===== config.mk =====
export PLATFORM = sky130hd
export DESIGN_NAME = mem_arbiter_sram
export DESIGN_NICKNAME = d
export VERILOG_FILES = /design/src/rtl/mem_arbiter_sram.sv
export SDC_FILE = /design/constraint.sdc
export NUM_CORES = 1
export LEC_CHECK = 0
export BUFFER_PORTS_ARGS = -buffer_cell sky130_fd_sc_hd__buf_2
export CORE_ASPECT_RATIO = 0.9
export CORE_UTILIZATION = 45
export DETAILED_ROUTE_END_ITERATION = 10
export PLACE_DENSITY = 0.73
export SLEW_MARGIN = 20
export SYNTH_ARGS = -nofsm -noshare
export SYNTH_HDL_FRONTEND = slang
export SYNTH_SLANG_ARGS = --single-unit

===== constraint.sdc =====
create_clock -name clock -period 2.6 [get_ports clock]
set_input_delay 0.26 -clock clock [delete_from_list [all_inputs] [get_ports clock]]
set_output_delay 0.26 -clock clock [all_outputs]
set_load 0.05 [all_outputs]

===== src/rtl/mem_arbiter_sram.sv =====
`default_nettype none
// ============================================================================
//  Module      : mem_arbiter_sram
//  Description : Multi-port arbiter and width adapter for an external
//                asynchronous SRAM. One requester is granted at a time. Each
//                WORD_W-bit word moves as WORD_W/RAM_W RAM beats, least
//                significant slice first. Every transfer ends with a
//                one-cycle req_ack pulse to the granted port.
//  Options     : `define MEM_ARB_RR_EN selects round-robin arbitration.
//                Without it, arbitration is fixed priority (port 0 highest).
//  Revision    : 1.0 - initial release
// ============================================================================
module mem_arbiter_sram #(
    parameter int NUM_PORTS = 2,
    parameter int ADDR_W    = 18,
    parameter int WORD_W    = 32,
    parameter int RAM_W     = 16
) (
    input  logic                          clock,
    input  logic                          reset,
    input  logic [NUM_PORTS-1:0]          req_en,
    input  logic [NUM_PORTS-1:0]          req_we,
    input  logic [NUM_PORTS*ADDR_W-1:0]   req_addr,
    input  logic [NUM_PORTS*WORD_W-1:0]   req_wdata,
    output logic [NUM_PORTS-1:0]          req_ack,
    output logic [WORD_W-1:0]             rdata,
    output logic [ADDR_W-1:0]             ram_addr,
    output logic [RAM_W-1:0]              ram_wdata,
    input  logic [RAM_W-1:0]              ram_rdata,
    output logic                          ram_oe,
    output logic                          ram_wre_n,
    output logic                          busy
);

    localparam int c_BEATS = WORD_W / RAM_W;
    localparam int c_CNT_W = (c_BEATS > 1) ? $clog2(c_BEATS) : 1;
    localparam int c_IDX_W = (NUM_PORTS > 1) ? $clog2(NUM_PORTS) : 1;

    localparam logic [c_CNT_W-1:0] c_LAST_BEAT = c_CNT_W'(c_BEATS - 1);

    localparam logic [1:0] c_IDLE = 2'd0;
    localparam logic [1:0] c_BEAT = 2'd1;
    localparam logic [1:0] c_DONE = 2'd2;

    // A word that does not split into whole RAM beats cannot be serialised.
    generate
        if ((WORD_W % RAM_W) != 0 || WORD_W < RAM_W) begin : g_bad_width
            $error("mem_arbiter_sram: WORD_W must be an integer multiple of RAM_W");
        end
        if (NUM_PORTS < 1 || NUM_PORTS > 8) begin : g_bad_ports
            $error("mem_arbiter_sram: NUM_PORTS must be in the range 1..8");
        end
    endgenerate

    logic [1:0]          r_state;
    logic [c_CNT_W-1:0]  r_beat;
    logic [c_IDX_W-1:0]  r_grant;
    logic                r_we;
    logic [ADDR_W-1:0]   r_addr;
    logic [WORD_W-1:0]   r_wdata;
    logic [WORD_W-1:0]   r_shadow;
    logic [WORD_W-1:0]   r_rdata;

    logic [c_IDX_W-1:0]  w_win;
    logic                w_strobe;

`ifdef MEM_ARB_RR_EN
    logic [c_IDX_W-1:0]  r_last;
    logic [c_IDX_W-1:0]  w_idx;

    // Round-robin: scan from last_grant+1 upwards; descending loop lets the nearest port win.
    always_comb begin
        w_win = '0;
        w_idx = '0;
        for (int k = NUM_PORTS; k >= 1; k--) begin
            w_idx = c_IDX_W'((int'(r_last) + k) % NUM_PORTS);
            if (req_en[w_idx]) begin
                w_win = w_idx;
            end
        end
    end

    // Remember the most recent winner so the next search rotates past it.
    always_ff @(posedge clock) begin
        if (reset) begin
            r_last <= '0;
        end else if (r_state == c_IDLE && |req_en) begin
            r_last <= w_win;
        end
    end
`else
    // Fixed priority: descending loop leaves the lowest active index as the winner.
    always_comb begin
        w_win = '0;
        for (int i = NUM_PORTS - 1; i >= 0; i--) begin
            if (req_en[i]) begin
                w_win = c_IDX_W'(i);
            end
        end
    end
`endif

    // Transfer sequencer: latch the winner in IDLE, walk the beats, acknowledge in DONE.
    always_ff @(posedge clock) begin
        if (reset) begin
            r_state  <= c_IDLE;
            r_beat   <= '0;
            r_grant  <= '0;
            r_we     <= 1'b0;
            r_addr   <= '0;
            r_wdata  <= '0;
            r_shadow <= '0;
            r_rdata  <= '0;
        end else begin
            case (r_state)
                c_IDLE: begin
                    if (|req_en) begin
                        r_grant <= w_win;
                        r_we    <= req_we[w_win];
                        r_addr  <= req_addr[w_win*ADDR_W +: ADDR_W];
                        r_wdata <= req_wdata[w_win*WORD_W +: WORD_W];
                        r_beat  <= '0;
                        r_state <= c_BEAT;
                    end
                end
                c_BEAT: begin
                    // The asynchronous RAM has settled by the end of the beat cycle.
                    if (!r_we) begin
                        r_shadow[r_beat*RAM_W +: RAM_W] <= ram_rdata;
                    end
                    if (r_beat == c_LAST_BEAT) begin
                        r_state <= c_DONE;
                    end else begin
                        r_beat <= r_beat + c_CNT_W'(1);
                    end
                end
                c_DONE: begin
                    if (!r_we) begin
                        r_rdata <= r_shadow;
                    end
                    r_state <= c_IDLE;
                end
                default: begin
                    r_state <= c_IDLE;
                end
            endcase
        end
    end

    // RAM bus, acknowledge and read-data decode from the registered transfer state.
    always_comb begin
        w_strobe  = (r_state == c_BEAT) && r_we;
        ram_addr  = r_addr + ADDR_W'(r_beat);
        ram_wdata = r_wdata[r_beat*RAM_W +: RAM_W];
        ram_oe    = w_strobe;
        ram_wre_n = ~w_strobe;
        busy      = (r_state != c_IDLE);
        // The shadow word is already complete in DONE, so a read presents it one cycle early.
        rdata     = (r_state == c_DONE && !r_we) ? r_shadow : r_rdata;
        req_ack   = '0;
        for (int i = 0; i < NUM_PORTS; i++) begin
            req_ack[i] = (r_state == c_DONE) && (r_grant == c_IDX_W'(i));
        end
    end

endmodule
`default_nettype wire


Yosys cells after proc, flatten, opt, wreduce, memory -nomap -nowiden:

Cells that the tools add are included.

* input port bits: 122
* flip-flop bits (word level): 119

* shifts and indexed selects: 5
* order comparisons: 1
* reduce and logical (&&, ||, !) cells: 14
* $mul: 1
* $add $sub $neg: 3
* eq/ne operators: 4
* bitwise logic cells: 3
* mux-type cells: 12

Operator list (count)
* 64-bit by 7-bit indexed part select with 32-bit output: 1
* 36-bit by 7-bit indexed part select with 18-bit output: 1
* 5-bit negator with 34-bit output: 1
* 16-bit by 34-bit variable shift with 32-bit output, first input constant: 1
* 16-bit by 34-bit indexed part select with 32-bit output: 1
* 32-bit bitwise mux: 1
* 32-bit 2-to-1 mux: 1
* 32-bit by 6-bit indexed part select with 16-bit output: 1
* 18-bit by 1-bit adder with 18-bit output: 1
* 2-bit AND reduction: 5
* 1-bit 2-to-1 mux: 6
* 1-bit by 4-bit multiplier with 5-bit output, second input constant: 1
* 1-bit logical AND: 4
* 2-bit 2-to-1 mux: 2
* 2-bit inequality test, second input constant: 2
* 2-bit case mux with 2 select lines: 1
* 2-bit nonzero test: 2
* 1-bit inverter: 3
* 2-bit by 1-bit equality test with 1-bit output, second input constant: 1
* 2-bit equality test, second input constant: 1
* 2-bit logical NOT: 1
* 1-bit by 2-bit less-than comparator with 1-bit output, second input constant: 1
* 1-bit case mux with 2 select lines: 1
* 2-bit OR reduction: 1
* other kinds (2): 2

Depth between registers and ports, before layout:

Gate-level depths: netlist of the first run.

* depth in word-level cells: 4
* gate-level depth with buffers: 7
* gate-level depth less buffers: 6

Worst setup path after synthesis of the first run:

No wires, ideal clock.

* kind: register to output
* from: register r_beat
* to: output ram_addr[12]
* path slack: 0.191 ns
* cell stages (with the launch flop): 7
* data arrival time: 2.149 ns
* path through: dfxtp_1 -> ha_1 -> ha_1 -> nand2_1 -> nor3_1 -> nand2_1 -> xnor2_1

* longest elaborated chain between the ends: 1

RTL lines
* start: declaration: RTL line 56 `logic [c_CNT_W-1:0] r_beat;`
* start signal: assignment: RTL line 134 `r_beat <= r_beat + c_CNT_W'(1);`
* 18-bit by 1-bit adder with 18-bit output: RTL line 153 `ram_addr = r_addr + ADDR_W'(r_beat);`
* end: declaration: RTL line 27 `output logic [ADDR_W-1:0] ram_addr,`

No other way between the ends.

Worst setup path in the final report of the first run:

* from: register r_beat
* to: output ram_addr[16]

The elaborated chain is that of the path after synthesis.

==> results of run 1 <==
[cells by family (layout without fill, tap and decap cells)]
kind of cell / Yosys count / after routing / share of synthesized area, %
xor gates and xnor gates: 16 / 16 / 2.57
and+or+nand+nor: 190 / 190 / 16.8
buffers and inverters: 46 / 235 / 5.07
AOI/OAI and AO/OA: 87 / 87 / 10.4
adders and majority gates: 2 / 2 / 0.458
muxes: 99 / 99 / 21.0
DFF: 119 / 119 / 43.6
[worst register-to-register path: stages, from the launching register on]
cell	delay, ns
dfxtp_1	0.34
nor2_1	0.26
o21a_4	0.45
buf_4	0.29
nor2_1	0.06
a211oi_1	0.22
[layout make-up]
class | instances | area share, %
Inverter | 4 | 0.211
Clock inverter | 14 | 2.80
Timing Repair Buffer | 199 | 15.0
Tap cell | 156 | 2.75
Multi-Input combinational cell | 394 | 39.7
Sequential cell | 119 | 33.5
Clock buffer | 18 | 6.04
[registers in the layout, indices dropped and copies added, names as in the netlist]
register,count
r_addr,18
r_rdata,32
r_grant,1
r_shadow,32
r_we,1
r_wdata,32
r_beat,1
r_state,2
[report_power, final]
part           leakage (nW)  total (mW)  switching [mW]  internal (mW)
registers             0.975        2.05          0.0947           1.95
clock network         0.305        2.47           0.854           1.61
logic                  2.09       0.956           0.622          0.333
total                  3.37        5.47            1.57           3.90
[stage by stage]
stage / cell area, um^2 / util, % / worst slack (ns) / cells
finish: 7110 / 61.2 / 0.231 / 904
global route: 7110 / 61.2 / 0.0303 / 904
CTS: 7100 / 61.1 / 0.124 / 904
detailed placement: 6470 / 55.7 / 0.558 / 872
global placement: 6470 / 55.7 / 0.631 / 872
floorplan: 5460 / - / 0.191 / 559
[per-layer routing]
layer  global-route usage [%]  vias up  part of all wire, %
met5                        0        -                    0
met4                     8.33        0                  1.8
li1                         -     2280                    -
met2                     38.6      139                   50
met1                     25.3     2061                   43
met3                     5.79       20                  5.2
[cells in the final DEF, fill, tap and decap left out, types with 22 or more instances in the layout]
cell | Yosys | final
a211oi_1 | 52 | 52
a21oi_1 | 34 | 34
buf_2 | 14 | 191
dfxtp_1 | 119 | 119
mux2_2 | 22 | 22
mux2_4 | 26 | 26
mux2i_1 | 51 | 51
nand2_1 | 70 | 70
nor2_1 | 57 | 57
nor2b_1 | 32 | 32
[final timing paths]
| check | depth (start not counted) | from | to |
|---|---|---|---|
| worst max-delay path | 7 | r_beat | ram_addr[16] |
| worst min-delay path | 2 | req_en[0] | r_grant |
| worst max register to register | 5 | r_state[1] | r_wdata[4] |
| worst min register to register | 2 | r_shadow[23] | r_shadow[23] |
[timing repair]
item                                    CTS  global route
buffers inserted                          0             0
endpoints found under the setup margin    0             3
hold buffers                              0             0
gates resized for setup                   0             1
==> flow_summary.ini, run 1 <==
[cts]
clkLatencyLatePin_ns = 0.40
tritoncts = yes
root_buffer = clkbuf_16
cts_made_buffers = 17
path_clk_slew_ns = 0.05
htreeDepth = 4
cts_num_sinks = 119
clockBufferDepth = 2

[detailed_routing]
first_iter_violations = 237
wl_per_cell_um = 14.7
remaining_drc_errors = 0
totalWireLength_mm = 13.3
detail-route-antenna-nets = 0
avgViaCountPerCell = 4.98
dr.pass1.iters = 4
vias = 4500

[sta]
period_share_pct = 91.1
timing.setup.tns_ns = 0
slew_violations = 0
fmax_mhz = 422
finalSetupViolCount = 0
rsz0062_at_grt = no
fin_crit_ns = 2.37
skew_ns = 0.00827
whs_ns = 0.0866
relSlewSlack_pct = 50.0
finalHoldViolations = 0
worst_pin_slew_ns = 0.750

[cells_and_area]
synthToLayoutAreaGrowth_pct = 30.2
n_fill_cell = 995
nets = 859
multi_input_area_um2 = 2820
drive_above_1_share_pct = 38.8
regArea_um2 = 2380
antenna_cells = 0

[logic_synthesis]
netlist-cell-type-count = 35
yosys_register_bits = 119
synth_common_cells = dfxtp_1, nand2_1, nor2_1
synth.net_count = 683
syn_inst = 559
synth_area_um2 = 5460
yosys-top-cells-area = dfxtp_1, mux2i_1, a211oi_1
ys_seq_area_share_pct = 43.6
synthFlopType = dfxtp_1
yosys.area.top_type_share_pct = 43.6
ys_warn_count = 0
syn_avg_cell_area_um2 = 9.77
synthMostInstantiatedCell = dfxtp_1
yosys.area.top_type = dfxtp_1
postSynth.asyncResetShare_pct = 0
synth_edf_count = 0

[critical_path]
cp.arrival_ns = 2.11
cp_data_required_time_ns = 2.34
worstSetupEndpointType = output pin
crit_family = adder cells
crit_path_max_incr_delay_ns = 0.33
path_max_fanout = 6
crit_type = reg -> out
path_buf_inv = 1
critPathLaunchType = flip-flop
crit_chain = ha_1 > ha_1 > nand2_1 > nor3_2 > nand2_1 > xnor2_1 > buf_2
critPathSlowestCell = dfxtp_1
r2r_setup_slack_ns = 0.88

[floorplan]
fp.dieW_um = 118
coreArea_um2 = 11600
dieHeight_um = 106
row_count = 37
dieArea_um2 = 12600
ios = 193
start_util_pct = 47.0

[status]
status = finished, final reports clean

[place]
finalWeightedCongestion = 0.865
dp_hpwl_mm = 9.47
portBuffers = 192

[global_route]
grt_usage_pct = 21.9
grt_first_pass_wirelength_mm = 21.8
grt.overflow.total = 0
grt_pass1_vias = 4598
antenna_found_initial = 0
grt_start_max_net_pins = 70

[power_and_ir_drop]
ir_drop_mv = 0.424
power.density_nw_per_um2 = 770
report.power.total_mw = 5.47
p_leak_nw = 3.37

[flow_run]
cap_violations = 0

[min_path]
hold_path.class = in -> reg
No activity file was read; power rests on OpenSTA's default activity.
==> run 2, diff against run 1 <==
- clock period: 2.6 -> 2.23 ns (I/O delays scaled with it)
==> run 2 against run 1 <==
Worst hold slack lost 0.056 ns; global-route usage decreased by 0.27 points; non-clock buffer count increased by 3; highest routed layer unchanged.
==> flow_summary.ini, run 2 (synthesis gave the netlist of run 1 again) <==
[detailed_routing]
wl_per_cell_um = 14.4
totalWireLength_mm = 13.1
first_iter_violations = 292
detail-route-antenna-nets = 0
vias = 4563
remaining_drc_errors = 0
dr.pass1.iters = 5
avgViaCountPerCell = 5.03

[global_route]
grt_first_pass_wirelength_mm = 21.3
grt-busiest-layer = met2
antenna_found_initial = 0
grt.overflow.total = 0
grt_use_met3_pct = 6.28
grt_pass1_vias = 4523
grt_start_max_net_pins = 62
grt_usage_pct = 21.6
use_met2_pct = 35.4
use_met1_pct = 26.2

[power_and_ir_drop]
report.power.total_mw = 6.33
power.density_nw_per_um2 = 878
p_leak_nw = 3.42
ir_drop_mv = 0.565

[cells_and_area]
fin_util_pct = 62.0
nets = 862
synthToLayoutAreaGrowth_pct = 31.9
fin_area_um2 = 7200
n_fill_cell = 988
drive_above_1_share_pct = 40.3
multi_input_area_um2 = 2870
regArea_um2 = 2390
reg_top3 = r_rdata (32), r_shadow (32), r_wdata (32)
final_common_cell = buf_2
mostFrequentLayoutCells = buf_2, dfxtp_1, nand2_1, nor2_1, a211oi_1
antenna_cells = 0

[cts]
hold_buffers = 0
tritoncts = yes
clockBufferDepth = 2
htreeDepth = 4
cts_made_buffers = 17
clkLatencyLatePin_ns = 0.42
path_clk_slew_ns = 0.06
root_buffer = clkbuf_16
cts_num_sinks = 119

[min_path]
holdPathStages = 2
hold_path.class = in -> reg

[critical_path]
rr_worst_depth = 4
critPathLaunchType = flip-flop
cp_data_required_time_ns = 2.01
worstSetupEndpointType = output pin
cp.arrival_ns = 1.94
crit_type = reg -> out
path_max_fanout = 5

[floorplan]
row_count = 37
dieArea_um2 = 12600
start_util_pct = 47.0
dieHeight_um = 106
ios = 193
fp.dieW_um = 118
coreArea_um2 = 11600

[sta]
period_share_pct = 96.8
whs_ns = 0.0309
relSlewSlack_pct = 57.7
fmax_mhz = 463
finalSetupViolCount = 0
slew_violations = 0
skew_ns = 0.0130
finalHoldViolations = 0
fin_crit_ns = 2.16
worst_pin_slew_ns = 0.635

[place]
finalWeightedCongestion = 0.802
portBuffers = 192
place_area_um2 = 6520
dp_hpwl_mm = 9.24

[flow_run]
cap_violations = 0

[status]
status = finished, final reports clean
-- run 2: changes by cell type in the layout (fill, tap and decap cells not counted), sizes merged --
| cell | delta |
|---|---|
| clkinvlp | +2 |
| buf | +3 |
| inv | -1 |
| bufinv | -1 |
-- run 2: cell type report --
| type | instances | share of cell area (%) |
|---|---|---|
| multi-input cells | 394 | 39.9 |
| clock inverters | 14 | 2.43 |
| inverters | 4 | 0.208 |
| flip-flops and latches | 119 | 33.1 |
| clock buffers | 18 | 6.10 |
| well taps | 156 | 2.71 |
| repair buffers | 202 | 15.5 |
-- run 2: critical path: stages, from the launching register on --
cell and delay [ns]:
dfxtp_1 0.42, nand4_1 0.22, nor3_4 0.28, nand3_1 0.13, xnor2_1 0.18, buf_2 0.29
-- run 2: worst paths after layout --
check	from	to	slack [ns]
setup / recovery	r_addr[8]	ram_addr[15]	0.07
hold / removal	req_en[0]	r_grant	0.03
setup reg to reg	r_beat	r_shadow[14]	0.51
hold reg to reg	r_shadow[15]	r_shadow[15]	0.45
-- run 2: through the flow --
stage               instances  worst slack [ns]  TNS [ns]
floorplan                 559            0.0444         0
global placement          874             0.316         0
detailed placement        874             0.186         0
CTS                       906           0.00230         0
global route              907           -0.0121   -0.0121
finish                    907            0.0716         0
-- run 2: timing repair --
item	CTS	global route
gates resized for setup	8	8
endpoints found under the setup margin	5	7
buffers inserted	0	1
pin swaps	2	5
-- run 2: where the power goes --
group / internal, mW / leakage, nW / switching [mW]
combinational: 0.409 / 2.15 / 0.728
sequential: 2.28 / 0.976 / 0.115
clock: 1.79 / 0.293 / 1.00
total: 4.48 / 3.42 / 1.85
-- run 2: per-layer routing --
layer | part of all wire, % | up-vias
met2 | 48 | 162
met3 | 6.1 | 21
met4 | 1.9 | 0
met1 | 44 | 2085
li1 | - | 2295
met5 | 0 | -
